File: src/rtl/i2c_target_regs.sv
// i2c_target_regs: I2C target with a byte-wide register bank.
// Matches a 7-bit address, takes a pointer byte, then burst-writes or
// burst-reads the bank with pointer auto-increment (wrapping at DEPTH).
module i2c_target_regs #(
    parameter logic [6:0] ADDR  = 7'h55,
    parameter int         DEPTH = 8,
    parameter int         PTR_W = $clog2(DEPTH)
) (
    input  logic             clk,
    input  logic             rst_n,
    input  logic             scl_in,
    input  logic             sda_in,
    output logic             sda_oe,
    output logic             busy,
    output logic             wr_strobe,
    output logic [PTR_W-1:0] wr_addr,
    output logic [7:0]       wr_data,
    input  logic [PTR_W-1:0] rd_idx,
    output logic [7:0]       rd_data
);

    typedef enum logic [3:0] {
        IDLE, RX_ADDR, ACK_ADDR, RX_PTR, ACK_PTR,
        RX_DATA, ACK_DATA, TX_DATA, RX_MACK, WAIT_STOP
    } state_t;

    localparam logic [PTR_W-1:0] PTR_ONE = PTR_W'(1);

    state_t           state, state_nx;
    logic [1:0]       scl_sync, sda_sync;
    logic             scl_d, sda_d;
    logic             scl_s, sda_s;
    logic             scl_rise, scl_fall, start_det, stop_det;
    logic [3:0]       bit_cnt, bit_cnt_nx;
    logic [6:0]       shift, shift_nx;   // previous 7 bits; shift[0] holds R/W after the address byte
    logic [7:0]       rx_byte;
    logic [PTR_W-1:0] ptr, ptr_nx;
    logic             sda_oe_nx;
    logic             bank_we;
    logic [7:0]       bank [DEPTH];

    assign scl_s     = scl_sync[1];
    assign sda_s     = sda_sync[1];
    assign scl_rise  = scl_s & ~scl_d;
    assign scl_fall  = ~scl_s & scl_d;
    // SDA moving while SCL is held high marks bus conditions, not data.
    assign start_det = scl_s & scl_d & sda_d & ~sda_s;
    assign stop_det  = scl_s & scl_d & ~sda_d & sda_s;
    assign rx_byte   = {shift, sda_s};
    assign rd_data   = bank[rd_idx];
    assign busy      = !(state inside {IDLE, RX_ADDR, WAIT_STOP});

    // Two-flop synchronisers plus a delayed copy for edge detection; idle bus is high.
    always_ff @(posedge clk) begin
        if (!rst_n) begin
            scl_sync <= 2'b11;
            sda_sync <= 2'b11;
            scl_d    <= 1'b1;
            sda_d    <= 1'b1;
        end else begin
            scl_sync <= {scl_sync[0], scl_in};
            sda_sync <= {sda_sync[0], sda_in};
            scl_d    <= scl_sync[1];
            sda_d    <= sda_sync[1];
        end
    end

    // State register.
    always_ff @(posedge clk) begin
        if (!rst_n) state <= IDLE;
        else        state <= state_nx;
    end

    // Next-state and datapath decisions; bits taken on SCL rise, SDA drive changed on SCL fall.
    always_comb begin
        state_nx   = state;
        bit_cnt_nx = bit_cnt;
        shift_nx   = shift;
        ptr_nx     = ptr;
        sda_oe_nx  = sda_oe;
        bank_we    = 1'b0;
        if (stop_det) begin
            state_nx   = IDLE;
            bit_cnt_nx = '0;
            sda_oe_nx  = 1'b0;
        end else if (start_det) begin
            // Repeated START keeps the pointer so a read can follow a pointer write.
            state_nx   = RX_ADDR;
            bit_cnt_nx = '0;
            sda_oe_nx  = 1'b0;
        end else begin
            case (state)
                IDLE, WAIT_STOP: sda_oe_nx = 1'b0;
                RX_ADDR, RX_PTR, RX_DATA: begin
                    if (scl_rise) begin
                        shift_nx   = rx_byte[6:0];
                        bit_cnt_nx = bit_cnt + 4'd1;
                        if (bit_cnt == 4'd7) begin
                            bit_cnt_nx = '0;
                            if (state == RX_ADDR) begin
                                state_nx = (rx_byte[7:1] == ADDR) ? ACK_ADDR : WAIT_STOP;
                            end else if (state == RX_PTR) begin
                                ptr_nx   = rx_byte[PTR_W-1:0];
                                state_nx = ACK_PTR;
                            end else begin
                                bank_we  = 1'b1;
                                ptr_nx   = ptr + PTR_ONE;
                                state_nx = ACK_DATA;
                            end
                        end
                    end
                end
                // First SCL fall starts the ACK low, second fall ends it.
                ACK_ADDR, ACK_PTR, ACK_DATA: begin
                    if (scl_fall) begin
                        if (!sda_oe) begin
                            sda_oe_nx = 1'b1;
                        end else if (state == ACK_ADDR && shift[0]) begin
                            state_nx  = TX_DATA;
                            sda_oe_nx = ~bank[ptr][7];
                        end else begin
                            sda_oe_nx = 1'b0;
                            state_nx  = (state == ACK_ADDR) ? RX_PTR : RX_DATA;
                        end
                    end
                end
                // bit_cnt counts bits already clocked out by the controller.
                TX_DATA: begin
                    if (scl_rise) begin
                        bit_cnt_nx = bit_cnt + 4'd1;
                    end else if (scl_fall) begin
                        if (bit_cnt == 4'd8) begin
                            sda_oe_nx  = 1'b0;
                            ptr_nx     = ptr + PTR_ONE;
                            bit_cnt_nx = '0;
                            state_nx   = RX_MACK;
                        end else begin
                            sda_oe_nx = ~bank[ptr][~bit_cnt[2:0]];
                        end
                    end
                end
                RX_MACK: begin
                    if (scl_rise) state_nx = sda_s ? WAIT_STOP : TX_DATA;
                end
                default: state_nx = IDLE;
            endcase
        end
    end

    // Datapath registers, register bank and write-strobe outputs.
    always_ff @(posedge clk) begin
        if (!rst_n) begin
            bit_cnt   <= '0;
            shift     <= '0;
            ptr       <= '0;
            sda_oe    <= 1'b0;
            wr_strobe <= 1'b0;
            wr_addr   <= '0;
            wr_data   <= '0;
            for (int i = 0; i < DEPTH; i++) bank[i] <= i[0] ? 8'h55 : 8'hAA;
        end else begin
            bit_cnt   <= bit_cnt_nx;
            shift     <= shift_nx;
            ptr       <= ptr_nx;
            sda_oe    <= sda_oe_nx;
            wr_strobe <= bank_we;
            if (bank_we) begin
                bank[ptr] <= rx_byte;
                wr_addr   <= ptr;
                wr_data   <= rx_byte;
            end
        end
    end

endmodule

File: config.mk
export PLATFORM = sky130hd
export DESIGN_NAME = i2c_target_regs
export DESIGN_NICKNAME = d
export VERILOG_FILES = /design/src/rtl/i2c_target_regs.sv
export SDC_FILE = /design/constraint.sdc
export NUM_CORES = 1
export LEC_CHECK = 0
export ABC_AREA = 1
export BUFFER_PORTS_ARGS = -buffer_cell sky130_fd_sc_hd__buf_4
export CAP_MARGIN = 25
export CORE_ASPECT_RATIO = 1.75
export CORE_MARGIN = 3
export CORE_UTILIZATION = 55
export CTS_CLUSTER_SIZE = 20
export DETAILED_ROUTE_END_ITERATION = 8
export GPL_TIMING_DRIVEN = 0
export PLACE_DENSITY_LB_ADDON = 0.3
export SLEW_MARGIN = 15
export SYNTH_ARGS = -nofsm -noshare
export SYNTH_HDL_FRONTEND = slang
export SYNTH_SLANG_ARGS = --single-unit
File: constraint.sdc
create_clock -name clk -period 3 [get_ports clk]
set_input_delay 0.45 -clock clk [delete_from_list [all_inputs] [get_ports clk]]
set_output_delay 0.45 -clock clk [all_outputs]
set_load 0.1 [all_outputs]
After elaboration in Yosys (flattened, before gate mapping)
Memories as Yosys holds them, arrays and structs flattened. A register that Yosys moved wholly into a read port is not among the register bits.
Index checks and enable logic that the tools add are counted.
{ "totals": {"register_bits": 37, "ram_bits": 64, "inputBits": 7, "out_inout_bits": 22, "elab_cells": 140, "n_memories": 1} }
{ "mem_list": {"columns": ["memory", "words", "width", "read_ports", "rd_clocked_by_memory_dff", "write_ports", "line", "source"], "rows": [
  ["bank", 8, 8, 2, 1, 8, "40", "logic [7:0] bank [DEPTH];"]
]} }
{ "op_classes": {"add_sub_neg": 2, "order_cmp": 1, "eq_ne": 32, "mux": 55, "n_bitwise": 18, "reduce_logical": 18} }
{ "ops": {"columns": ["op", "n"], "rows": [
  ["$mux 4", 16],
  ["$mux 3", 12],
  ["$ne 3x3->1 const B", 10],
  ["$reduce_and 9->1", 3],
  ["$eq 4x3->1 const B", 5],
  ["$mux 1", 20],
  ["$ne 2x2->1 const B", 10],
  ["$pmux 4 s5", 1],
  ["$eq 4x4->1 const B", 3],
  ["$reduce_and 4->1", 3],
  ["$not 1->1", 10],
  ["$reduce_or 3->1", 3],
  ["$eq 4x2->1 const B", 2],
  ["$mux 8", 1],
  ["$pmux 4 s2", 1],
  ["$reduce_or 8->1", 1],
  ["$and 1x1->1", 7],
  ["$eq 7x7->1 const B", 1],
  ["$pmux 3 s2", 1],
  ["$reduce_bool 3->1", 2],
  ["$add 4x1->4 const B", 1],
  ["$eq 4x1->1 const B", 1],
  ["$logic_not 4->1", 1],
  ["$lt 3x4->1 const B", 1],
  ["other kinds (9)", 10]
]} }

Depth between registers and ports, before layout
Gate-level depths: netlist (run 1).
{ "depth": {"ltp_word": 13, "mapped_depth": 12, "depth_no_buf": 12} }

Worst setup path before layout (run 1)
No wires, ideal clock.
{ "synth_path": {"path_kind": "input to output", "start": "in rd_idx[0]", "end": "out rd_data[0]", "arrival_ns": 2.831, "t_required_ns": 2.550, "path_slack_ns": -0.281, "stages": 6, "n_path_buf": 2, "cell_sequence": "clkbuf_1 clkbuf_1 nor2_1 nor2_1 o21ai_0 a31oi_1"} }
{ "synth_between": {"elab_chain_len": 1} }
{ "synth_rtl": {"columns": ["item", "line", "source"], "rows": [
  ["from (decl)", "18", "input logic [PTR_W-1:0] rd_idx,"],
  ["$mem_v2 8x8", null, null],
  ["to (decl)", "19", "output logic [7:0] rd_data"]
]} }
No other way between the ends.

==> results of run 1 <==
[stage by stage]
step	setup slack (ns)	instance area (um2)	hold slack (ns)	util, %
floorplan	0.306	5440	0.393	-
CTS	0.328	6080	0.288	63.8
global route	0.234	6080	0.291	63.8
finish	0.341	6080	0.292	63.8
detailed placement	0.353	5780	0.398	60.7
global placement	0.413	5780	0.400	60.7
[power by group]
part           internal, W  switching, W  leakage (nW)
registers          0.00154     0.0000266         0.863
logic             0.000138      0.000403          1.32
clock network     0.000586      0.000551         0.142
[area by class of cell]
cell class,count,area [um2]
Tap cell,122,153
Fill cell,857,3450
Clock buffer,9,225
Inverter,64,240
Buffer,33,128
Clock inverter,7,67.6
Multi-Input combinational cell,482,2350
Timing Repair Buffer,26,195
Sequential cell,104,2720
[worst paths after layout]
path	from	endpoint	slack, ns
max reg2reg	scl_sync[1]	bank[1][1]	0.34
min reg2reg	sda_sync[0]	sda_sync[1]	0.41
min	scl_in	scl_sync[0]	0.29
max	scl_sync[1]	bank[1][1]	0.34
[layout by cell type (no fill, tap or decap), types with 3 or more instances in the layout]
master     instances
edfxtp_1          64
a21oi_1           32
a31oi_2            8
clkbuf_16          9
clkbuf_1          28
or2_2              4
nor3_1             4
buf_2              3
buf_4             26
o22ai_1            6
nand2_1          153
inv_6              4
nand4_1            3
dfxtp_1           40
clkinv_1           4
ha_1               6
nand3_1           68
o21ai_0           66
inv_1             51
a211oi_1           5
inv_2              9
nor2_1            97
nor2_4             6
o211ai_1           7
[routing by layer]
layer | GRT usage, % | wire length (um)
met5 | 0 | 0
met4 | 19.2 | 1010
met2 | 53.6 | 8100
met1 | 31.3 | 5700
met3 | 4.81 | 614
[registers in the layout (all words and copies together), names as in the netlist, named ones only]
name / cells
wr_data: 8
shift: 7
bit_cnt: 4
wr_strobe: 1
state: 4
scl_sync: 2
scl_d: 1
wr_addr: 3
sda_sync: 2
sda_d: 1
bank: 64
ptr: 3
sda_oe: 1
[cell families after synthesis]
logic type	Yosys count	synth area share (%)
and+or+nand+nor	344	27.6
AOI/OAI and AO/OA	129	13.1
DFF	104	50.5
buffers and inverters	97	6.83
adders and majority gates	6	1.39
xor gates and xnor gates	3	0.488
[critical path: stages, from the launching register on]
cell	delay [ns]
dfxtp_1	0.34
ha_1	0.21
nand3_1	0.23
and2_1	0.24
nand3_2	0.17
nor2_4	0.17
inv_2	0.08
nor3_4	0.24
nand2_1	0.25
nand2_1	0.38
==> flow_summary.ini, run 1 <==
[clocking]
post_cts_buffers = 0
cts_made_buffers = 9
holdBufCountCts = 0
cts_root_buf = clkbuf_16
cts_sinks = 104
ctsResizeCount = 0
htreeDepth = 3
cts.path.max_buffers = 2
worstSkewPairLatency_ns = 0.35
cts_tree = yes
path_clk_slew_ns = 0.07

[run_status]
status = finished clean

[logic_synthesis]
yosysUniqueCellTypes = 36
synthArstFlopShare_pct = 0
synth_top_area_share_pct = 35.7
yosysTopAreaCell = edfxtp_1
synth_edf_count = 64
syn_inst = 683
synth_sequential_area_ratio_pct = 50.5
synthFlopType = edfxtp_1
syn-num-nets = 696
yosysMostFrequentCell = nand2_1
yosysWarningCount = 0
syn_area_um2 = 5390
netlist_top_cells_count = nand2_1 (153), nor2_1 (97), nand3_1 (68), o21ai_0 (66), edfxtp_1 (64)
synth_seq_cells = 104
syn_area_per_cell_um2 = 7.89
synth_area_leaders = edfxtp_1 (36%), dfxtp_1 (15%), nand2_1 (11%), nor2_1 (6.8%), nand3_1 (6.3%)

[grt]
grt_pass1_wl_um = 24600
grt_pass1_vias = 4933
grt_max_degree = 21
antenna_found_initial = 0
grt_usage_pct = 29.8
grt_overflow = 0

[timing]
slew_headroom_pct = 46.2
clock_skew_ns = 0.0109
rsz0062_at_grt = false
finalSetupViolations = 0
period_share_pct = 88.6
setup_tns_ns = 0
worst_pin_slew_ns = 0.807
hold_viol_final = 0
slew_violations = 0
fmax_mhz = 376
min_period_ns = 2.66

[critical_path]
critPathLaunchType = flop
crit_path_max_fanout = 8
cp_data_arrival_time_ns = 2.66
crit_type = reg2reg
end_kind = flop
reg2regPathDepth = 9
cp_data_required_time_ns = 3.00

[power]
p_leak_nw = 2.33
p_total_w = 0.00325
peakVddDrop_mv = 0.553
power_density_nw_per_um2 = 535

[drt]
drc = 0
dr.pass1.iters = 6
drtAntennaViolNets = 0
drt_iter0_markers = 427
post_drt_wl_per_cell_um = 18.2
dr_total_vias = 4887
viasPerCell = 5.77
routed_wl_um = 15400

[floorplan]
dieArea_um2 = 11100
die_x_um = 80.8
die_h_um = 137
ios = 29
num_rows = 47
design.core.area_um2 = 9530
start_util_pct = 56.5

[worst_hold_path]
hold_class = in2reg
holdPathStages = 2

[placed_design]
placed_cells = 831
io_buffers = 26
dp_hpwl_um = 11700
gp_congestion = 0.994

[layout]
drive_gt1_share_pct = 11.2
area_growth_pct = 12.8
nNetsFinal = 733
final_cells = 847
num_antenna_cells = 0

[job]
drv_cap = 0
Power figures use the tool's default switching activity.
==> inputs of run 2 (changes only) <==
--- a/config.mk
+++ b/config.mk
@@ -8,9 +8,11 @@
 export ABC_AREA = 1
 export BUFFER_PORTS_ARGS = -buffer_cell sky130_fd_sc_hd__buf_4
 export CAP_MARGIN = 25
+export CELL_PAD_IN_SITES_DETAIL_PLACEMENT = 0
+export CELL_PAD_IN_SITES_GLOBAL_PLACEMENT = 1
 export CORE_ASPECT_RATIO = 1.75
 export CORE_MARGIN = 3
-export CORE_UTILIZATION = 55
+export CORE_UTILIZATION = 46
 export CTS_CLUSTER_SIZE = 20
 export DETAILED_ROUTE_END_ITERATION = 8
 export GPL_TIMING_DRIVEN = 0
==> flow_summary.ini, run 2 (synthesized netlist as in run 1, its figures left out) <==
[clocking]
path_clk_slew_ns = 0.07
ctsResizeCount = 0
cts_made_buffers = 9
worstSkewPairLatency_ns = 0.36
cts_root_buf = clkbuf_16
post_cts_buffers = 0
holdBufCountCts = 0
htreeDepth = 3
cts_sinks = 104
cts.path.max_buffers = 2
cts_tree = yes

[power]
p_sw_w = 0.00101
switching_share_pct = 30.8
p_leak_nw = 2.33
clkPwrFrac_pct = 35.4
internal-power_w = 0.00227
seqPwrFrac_pct = 47.8
power_density_nw_per_um2 = 539
p_total_w = 0.00328
peakVddDrop_mv = 0.417
p_comb_share_pct = 16.8

[drt]
drtAntennaViolNets = 0
viasPerCell = 5.72
dr_total_vias = 4904
drc = 0
routed_wl_um = 16600
drt_iter0_markers = 349
dr.pass1.iters = 5
post_drt_wl_per_cell_um = 19.4

[layout]
regMostFlops = bank
drive_gt1_share_pct = 11.2
final_cell_mix = nand2_1 (153), nor2_1 (97), nand3_1 (68)
final_cells = 857
final.fill_count = 1074
layout_commonest_cell = nand2_1
area_growth_pct = 13.1
largest_reg_flops = 64
nNetsFinal = 733
seqCellArea_um2 = 2720
multi_input_comb_area_um2 = 2350
utilization_pct = 54.0
num_antenna_cells = 0
top_regs = bank (64), wr_data (8), shift (7)

[floorplan]
die_h_um = 149
design.core.area_um2 = 11300
num_rows = 51
start_util_pct = 47.7
die_x_um = 87.8
ios = 29
dieArea_um2 = 13100

[timing]
fmax_mhz = 359
holdWs_ns = 0.288
worst_pin_slew_ns = 0.803
setup_tns_ns = 0
rsz0062_at_grt = false
min_period_ns = 2.79
slew_violations = 0
clock_skew_ns = 0.0115
period_share_pct = 92.9
slew_headroom_pct = 46.5
finalSetupViolations = 0
hold_viol_final = 0

[critical_path]
cp_data_required_time_ns = 2.55
crit_path_max_fanout = 10
worstReg2RegStart = scl_sync[1]
crit_start = rd_idx[0]
reg2reg_slack_ns = 0.36
cp_data_arrival_time_ns = 2.34
end_kind = output port
crit_type = in2out
critPathLaunchType = input pin

[grt]
grt_max_degree = 21
grt_pass1_vias = 4892
grt_overflow = 0
grt_usage_pct = 26.6
antenna_found_initial = 0
grt_pass1_wl_um = 25400

[placed_design]
gp_congestion = 0.939
placed_cells = 841
io_buffers = 26
dp_hpwl_um = 12700

[job]
drv_cap = 0

[worst_hold_path]
hold_class = in2reg
hp-start = sda_in

[run_status]
status = finished clean
run 2: cell count changes in the layout (fill, tap and decap cells not counted):
cell	before	now
clkinvlp_4	0	1
clkinv_4	0	1
clkinvlp_2	1	0
inv_6	4	2
inv_8	1	2
run 2: power groups by stage:
stage,Sequential [W],Combinational [W],Clock [W]
final,0.00157,0.000551,0.00116
after global routing,0.00157,0.000596,0.00122
after CTS,0.00157,0.000549,0.00116
after detailed placement,0.00160,0.000547,0
after global placement,0.00160,0.000544,0
after floorplan,0.00161,0.000392,0
run 2: worst max-delay path, cell delays in order:
cell      delay (ns)
clkbuf_1        0.26
clkbuf_1        0.57
nor2_1          0.12
nor2_1          0.10
o21ai_0         0.22
a31oi_2         0.28
buf_4           0.32
run 2: layout make-up:
class | count | area share [%]
flip-flops and latches | 104 | 44.7
clock inverters | 7 | 1.19
clock buffers | 9 | 3.70
inverters | 64 | 3.94
well taps | 132 | 2.71
repair buffers | 26 | 3.20
multi-input cells | 482 | 38.5
plain buffers | 33 | 2.09
run 2: stage by stage:
step | cell area (um2) | setup WS (ns)
2_1_floorplan | 5440 | 0.306
3_3_place_gp | 5800 | 0.286
3_5_place_dp | 5800 | 0.282
4_1_cts | 6090 | 0.281
5_1_grt | 6090 | 0.0774
6_report | 6090 | 0.213
run 2: routing by layer:
layer / track usage, % / vias to the layer above / share of wire (%)
met5: 0 / - / 0
met4: 16.4 / 0 / 6.7
met3: 4.04 / 60 / 5.5
met2: 49.6 / 184 / 55
met1: 26.5 / 2304 / 33
li1: - / 2356 / -
run 2: final timing paths:
kind,endpoint,depth (start not counted)
worst min register to register,sda_sync[1],1
worst max-delay path,rd_data[3],7
worst max register to register,bank[7][6],11
worst min-delay path,sda_sync[0],2
